<file path="src/rtl/dmem_arbiter.sv">
// dmem_arbiter: shares the single data-memory port between the CPU MEM stage
// (port 0) and the debug/program loader (port 1). Every access runs through
// IDLE -> ISSUE -> WAIT -> RESP and finishes with a one-cycle ack pulse.
// Optional feature: define DMEM_ARB_ROUND_ROBIN_EN for round-robin tie
// breaking; otherwise port 0 always wins a tie.
module dmem_arbiter #(
   parameter int ADDR_W = 12,
   parameter int DATA_W = 32
) (
   input  logic              clk,
   input  logic              rst,
   input  logic              req0,
   input  logic              we0,
   input  logic [ADDR_W-1:0] addr0,
   input  logic [DATA_W-1:0] wdata0,
   output logic              ack0,
   output logic [DATA_W-1:0] rdata0,
   input  logic              req1,
   input  logic              we1,
   input  logic [ADDR_W-1:0] addr1,
   input  logic [DATA_W-1:0] wdata1,
   output logic              ack1,
   output logic [DATA_W-1:0] rdata1,
   output logic              busy,
   output logic [ADDR_W-1:0] data_memory_address,
   output logic [DATA_W-1:0] data_memory_data_in,
   output logic              store,
   output logic              load,
   input  logic [DATA_W-1:0] data_memory_data_out
);

   typedef enum logic [1:0] {
      IDLE  = 2'd0,
      ISSUE = 2'd1,
      WAIT  = 2'd2,
      RESP  = 2'd3
   } state_t;

   state_t            state_q, state_d;
   logic              gnt_id_q, gnt_id_d;
   logic              we_q, we_d;
   logic [ADDR_W-1:0] addr_q, addr_d;
   logic [DATA_W-1:0] wdata_q, wdata_d;
   logic              last_grant_q, last_grant_d;
   logic [DATA_W-1:0] rdata0_q, rdata0_d;
   logic [DATA_W-1:0] rdata1_q, rdata1_d;
   logic              winner;

   // Pick which port gets the memory when the sequencer is idle.
   always_comb begin
      winner = 1'b0;
      if (req0 && req1) begin
`ifdef DMEM_ARB_ROUND_ROBIN_EN
         winner = ~last_grant_q;
`else
         winner = 1'b0;
`endif
      end else if (req1) begin
         winner = 1'b1;
      end
   end

   // Next-state logic: latch the winner in IDLE, capture load data in WAIT.
   always_comb begin
      state_d      = state_q;
      gnt_id_d     = gnt_id_q;
      we_d         = we_q;
      addr_d       = addr_q;
      wdata_d      = wdata_q;
      last_grant_d = last_grant_q;
      rdata0_d     = rdata0_q;
      rdata1_d     = rdata1_q;
      case (state_q)
         IDLE: begin
            if (req0 || req1) begin
               gnt_id_d     = winner;
               last_grant_d = winner;
               we_d         = winner ? we1 : we0;
               addr_d       = winner ? addr1 : addr0;
               wdata_d      = winner ? wdata1 : wdata0;
               state_d      = ISSUE;
            end
         end
         ISSUE: begin
            state_d = WAIT;
         end
         WAIT: begin
            if (!we_q) begin
               if (gnt_id_q) begin
                  rdata1_d = data_memory_data_out;
               end else begin
                  rdata0_d = data_memory_data_out;
               end
            end
            state_d = RESP;
         end
         RESP: begin
            state_d = IDLE;
         end
         default: begin
            state_d = IDLE;
         end
      endcase
   end

   // State and latched-request registers; reset clears everything at once.
   always_ff @(posedge clk or posedge rst) begin
      if (rst) begin
         state_q      <= IDLE;
         gnt_id_q     <= 1'b0;
         we_q         <= 1'b0;
         addr_q       <= '0;
         wdata_q      <= '0;
         last_grant_q <= 1'b1;
         rdata0_q     <= '0;
         rdata1_q     <= '0;
      end else begin
         state_q      <= state_d;
         gnt_id_q     <= gnt_id_d;
         we_q         <= we_d;
         addr_q       <= addr_d;
         wdata_q      <= wdata_d;
         last_grant_q <= last_grant_d;
         rdata0_q     <= rdata0_d;
         rdata1_q     <= rdata1_d;
      end
   end

   // Strobes and acks are decoded straight from state so reset kills them immediately.
   always_comb begin
      store               = (state_q == ISSUE) && we_q;
      load                = (state_q == ISSUE) && !we_q;
      ack0                = (state_q == RESP) && !gnt_id_q;
      ack1                = (state_q == RESP) && gnt_id_q;
      busy                = (state_q != IDLE);
      data_memory_address = addr_q;
      data_memory_data_in = wdata_q;
      rdata0              = rdata0_q;
      rdata1              = rdata1_q;
   end

endmodule

</file>
<file path="config.mk">
export PLATFORM = sky130hd
export DESIGN_NAME = dmem_arbiter
export DESIGN_NICKNAME = d
export VERILOG_FILES = /design/src/rtl/dmem_arbiter.sv
export SDC_FILE = /design/constraint.sdc
export NUM_CORES = 1
export LEC_CHECK = 0
export CAP_MARGIN = 30
export CORE_MARGIN = 2
export CORE_UTILIZATION = 40
export CTS_CLUSTER_SIZE = 8
export DETAILED_ROUTE_END_ITERATION = 7
export PLACE_DENSITY = 0.89
export SYNTH_ARGS = -nofsm -noshare
export SYNTH_HDL_FRONTEND = slang
export SYNTH_SLANG_ARGS = --single-unit
export TNS_END_PERCENT = 20
</file>
<file path="constraint.sdc">
create_clock -name clk -period 5.03 [get_ports clk]
set_input_delay 1.2575 -clock clk [delete_from_list [all_inputs] [get_ports clk]]
set_output_delay 1.2575 -clock clk [all_outputs]
set_load 0.02 [all_outputs]
</file>
==> flow_metrics.py <==
metrics = {
    "worst_setup_path": {
        "worst-path-max-fanout": 4,
        "critical-path-slowest-cell": "sky130_fd_sc_hd__clkdlybuf4s50_1",
        "ff2ff_path_depth": 5,
        "setup.worst_path.class": "flip-flop to primary output",
        "reg2reg_from": "state_q[0]",
        "crit_required_ns": 3.77,
        "regToRegEndpoint": "data_memory_data_in[17]",
        "slowest_delay_ns": 0.64,
        "timing.critical_path.to_type": "primary output",
        "path_cells": "inv_1 -> ha_1 -> and2b_2 -> clkdlybuf4s50_1",
        "r2r_slack_ns": 2.48,
        "crit_path_start_kind": "flip-flop",
        "critical-path-top-delay-family": "buffers and inverters",
        "cp.buffers_inverters": 2,
        "cp.arrival_ns": 1.81,
    },
    "synth": {
        "ys_seq_elements": 112,
        "largest_cells_by_area_after_synthesis": "sky130_fd_sc_hd__dfrtp_1 (59%), sky130_fd_sc_hd__mux2_2 (14%), sky130_fd_sc_hd__o22ai_1 (9.3%)",
        "ys_seq_area_frac": 0.586,
        "unique_masters_post_synth": 29,
        "netlist.area_leader.share": 0.586,
        "synth_top_cells_by_count": "sky130_fd_sc_hd__dfrtp_1 (112), sky130_fd_sc_hd__o22ai_1 (71), sky130_fd_sc_hd__mux2_2 (61)",
        "synth-edff-count": 0,
        "post-synth-top-area-cell": "sky130_fd_sc_hd__dfrtp_1",
        "most_frequent_cell_after_synthesis": "sky130_fd_sc_hd__dfrtp_1",
        "syn_area_mm2": 0.00478,
        "synth_nets": 507,
        "syn_avg_cell_area_um2": 12.7,
        "yosys_warnings": 0,
        "async_reset_ff_frac": 1.00,
        "synth_flop_cell": "sky130_fd_sc_hd__dfrtp_1",
        "post_synth_inst_count": 376,
    },
    "global_route": {
        "grt_start_max_net_pins": 46,
        "grt.total_usage": 0.211,
        "grt_pass1_vias": 4107,
        "global_route_wire_length_before_repair_um": 21300,
        "grt_remaining_overflow": 0,
        "number_of_antenna_violations_at_the_first_check_in_global_routing": 0,
    },
    "sta": {
        "grt_setup_unrepaired": "false",
        "fin_crit_ns": 3.07,
        "final-hold-violation-count": 0,
        "worst_pin_slew_ns": 0.992,
        "timing.final.setup_violations": 0,
        "final.setup.tns_ns": 0,
        "maxSlewViolCount": 0,
        "timing.final.crit_share": 0.610,
        "max_freq_mhz": 326,
        "finalClockSkew_ns": 0.00441,
        "fin_worst_hold_slack_ns": 0.507,
        "timing.slew.headroom": 0.337,
    },
    "hold_path": {
        "worst_hold_startpoint": "rdata0[0]",
        "holdCritPathClass": "flip-flop to flip-flop",
        "holdPathEnd": "rdata0[0]",
        "worstHoldPathCells": 1,
    },
    "placed_design": {
        "place.gp.congestion": 0.763,
        "hpwl_um": 10000,
        "portBuffers": 238,
    },
    "die": {
        "design.core.area_mm2": 0.0116,
        "die_h_um": 113,
        "placementRows": 39,
        "die_width_um": 113,
        "dieArea_mm2": 0.0128,
        "ioPinCount": 239,
        "floorplan.initialDensity": 0.414,
    },
    "cts": {
        "clk-insertion-delay-late_ns": 0.34,
        "cts_tree": "done",
        "cts_hold_repair.buffers": 0,
        "clk_path_buf_depth": 2,
        "setup_fix_buffers_added_after_clock_tree_synthesis": 0,
        "cts_made_buffers": 9,
        "clk_pin_slew_ns": 0.07,
        "cts_htree_levels": 3,
        "numClockSinks": 112,
        "cts_resized": 0,
        "clockRootBuffer": "sky130_fd_sc_hd__clkbuf_16",
    },
    "detailed_routing": {
        "maxUsedRoutingLayer": "met4",
        "routed-wl-met3_um": 1210,
        "routed_wirelength_um": 13300,
        "detailroute.wirelength.met2_um": 6610,
        "vias_per_cell": 5.33,
        "drt-wirelength-per-cell_um": 17.8,
        "vias": 3999,
        "drt_iter0_markers": 221,
        "wirelength_met1_um": 5360,
        "drt.antenna.violating_nets": 0,
        "drt_pass1_iterations": 6,
        "drc": 1,
    },
    "final_layout": {
        "drive_above_1_share": 0.148,
        "area.growth.synth_to_final_pct": 57.2,
        "antennaDiodeCount": 0,
        "fillerInstances": 846,
        "nets": 733,
    },
    "outcome": {
        "run_status": "complete, but fails checks",
        "failed_checks": "DRC",
    },
    "power_and_ir_drop": {
        "power_per_cell_area_mw_per_mm2": 667,
        "static-leakage-power_nw": 3.02,
        "vdd_ir_drop_max_mv": 0.391,
    },
    "job": {
        "max_cap_viols": 0,
    },
}
worst max-delay path by stage:
stage,startpoint,endpoint,slack (ns),cells after the start
2_1_floorplan,rst,data_memory_address[0],0.81,1
3_3_place_gp,req0,we_q,1.97,4
3_5_place_dp,req0,data_memory_data_in[6],1.91,4
4_1_cts,state_q[1],load,1.92,4
5_1_grt,state_q[1],load,1.88,4
6_report,state_q[1],load,1.96,4
power by group:
part / internal (mW) / switching (mW) / total (mW) / leakage (nW)
Combinational: 1.34 / 1.26 / 2.61 / 1.57
Sequential: 1.36 / 0.301 / 1.67 / 1.30
Clock: 0.408 / 0.333 / 0.741 / 0.152
layout make-up:
type,count,area (um2),area share
inverter,6,25.0,0.00333
tap,143,179,0.0238
sequential,112,2800,0.373
timing repair buffer,242,2410,0.321
clock inverter,6,75.1,0.00998
multi-input combinational,231,1790,0.238
clock buffer,10,239,0.0318
routing by layer:
| layer | vias to the layer above | track usage |
|---|---|---|
| li1 | 1827 | - |
| met1 | 1932 | 0.260 |
| met2 | 229 | 0.363 |
| met3 | 11 | 0.0595 |
| met4 | 0 | 0.0634 |
| met5 | - | 0 |
metrics by stage:
stage	setup WS [ns]	utilization	power, mW	area (um2)	instances
2_1_floorplan	0.813	-	3.06	4780	376
3_3_place_gp	1.97	0.623	4.20	7210	734
3_5_place_dp	1.91	0.623	4.30	7210	734
4_1_cts	1.92	0.650	5.05	7520	750
5_1_grt	1.88	0.650	5.30	7520	750
6_report	1.96	0.650	5.01	7520	750
cells by family (layout without fill, tap and decap cells):
group	Yosys count	in the layout	synth area share
and+or+nand+nor	67	67	0.0759
AOI/OAI and AO/OA	95	95	0.133
DFF	112	112	0.586
adders and majority gates	5	5	0.0131
muxes	64	64	0.151
buffers and inverters	33	264	0.0416
worst register-to-register path, stage by stage (launching register included):
cell                      delay (ns)
sky130_fd_sc_hd__dfrtp_1        0.40
sky130_fd_sc_hd__inv_1          0.13
sky130_fd_sc_hd__ha_2           0.66
sky130_fd_sc_hd__nand2_1        0.80
sky130_fd_sc_hd__o22ai_1        0.36
sky130_fd_sc_hd__nor2_1         0.08
registers in the layout, indices dropped and copies added (netlist names):
name and cells:
data_memory_data_in 32, data_memory_address 12, state_q 2, we_q 1, rdata1 32, gnt_id_q 1, rdata0 32
cells in the final DEF, fill, tap and decap left out, drive strengths merged, types with 5 or more instances in the layout:
cell / Yosys / final
dfrtp: 112 / 112
clkdlybuf4s50: 0 / 238
mux2: 64 / 64
clkbuf: 10 / 10
o22ai: 71 / 71
ha: 5 / 5
a2bb2oi: 17 / 17
nand2b: 28 / 28
inv: 5 / 8
nor2: 31 / 31
No activity file was read; power rests on OpenSTA's default activity.
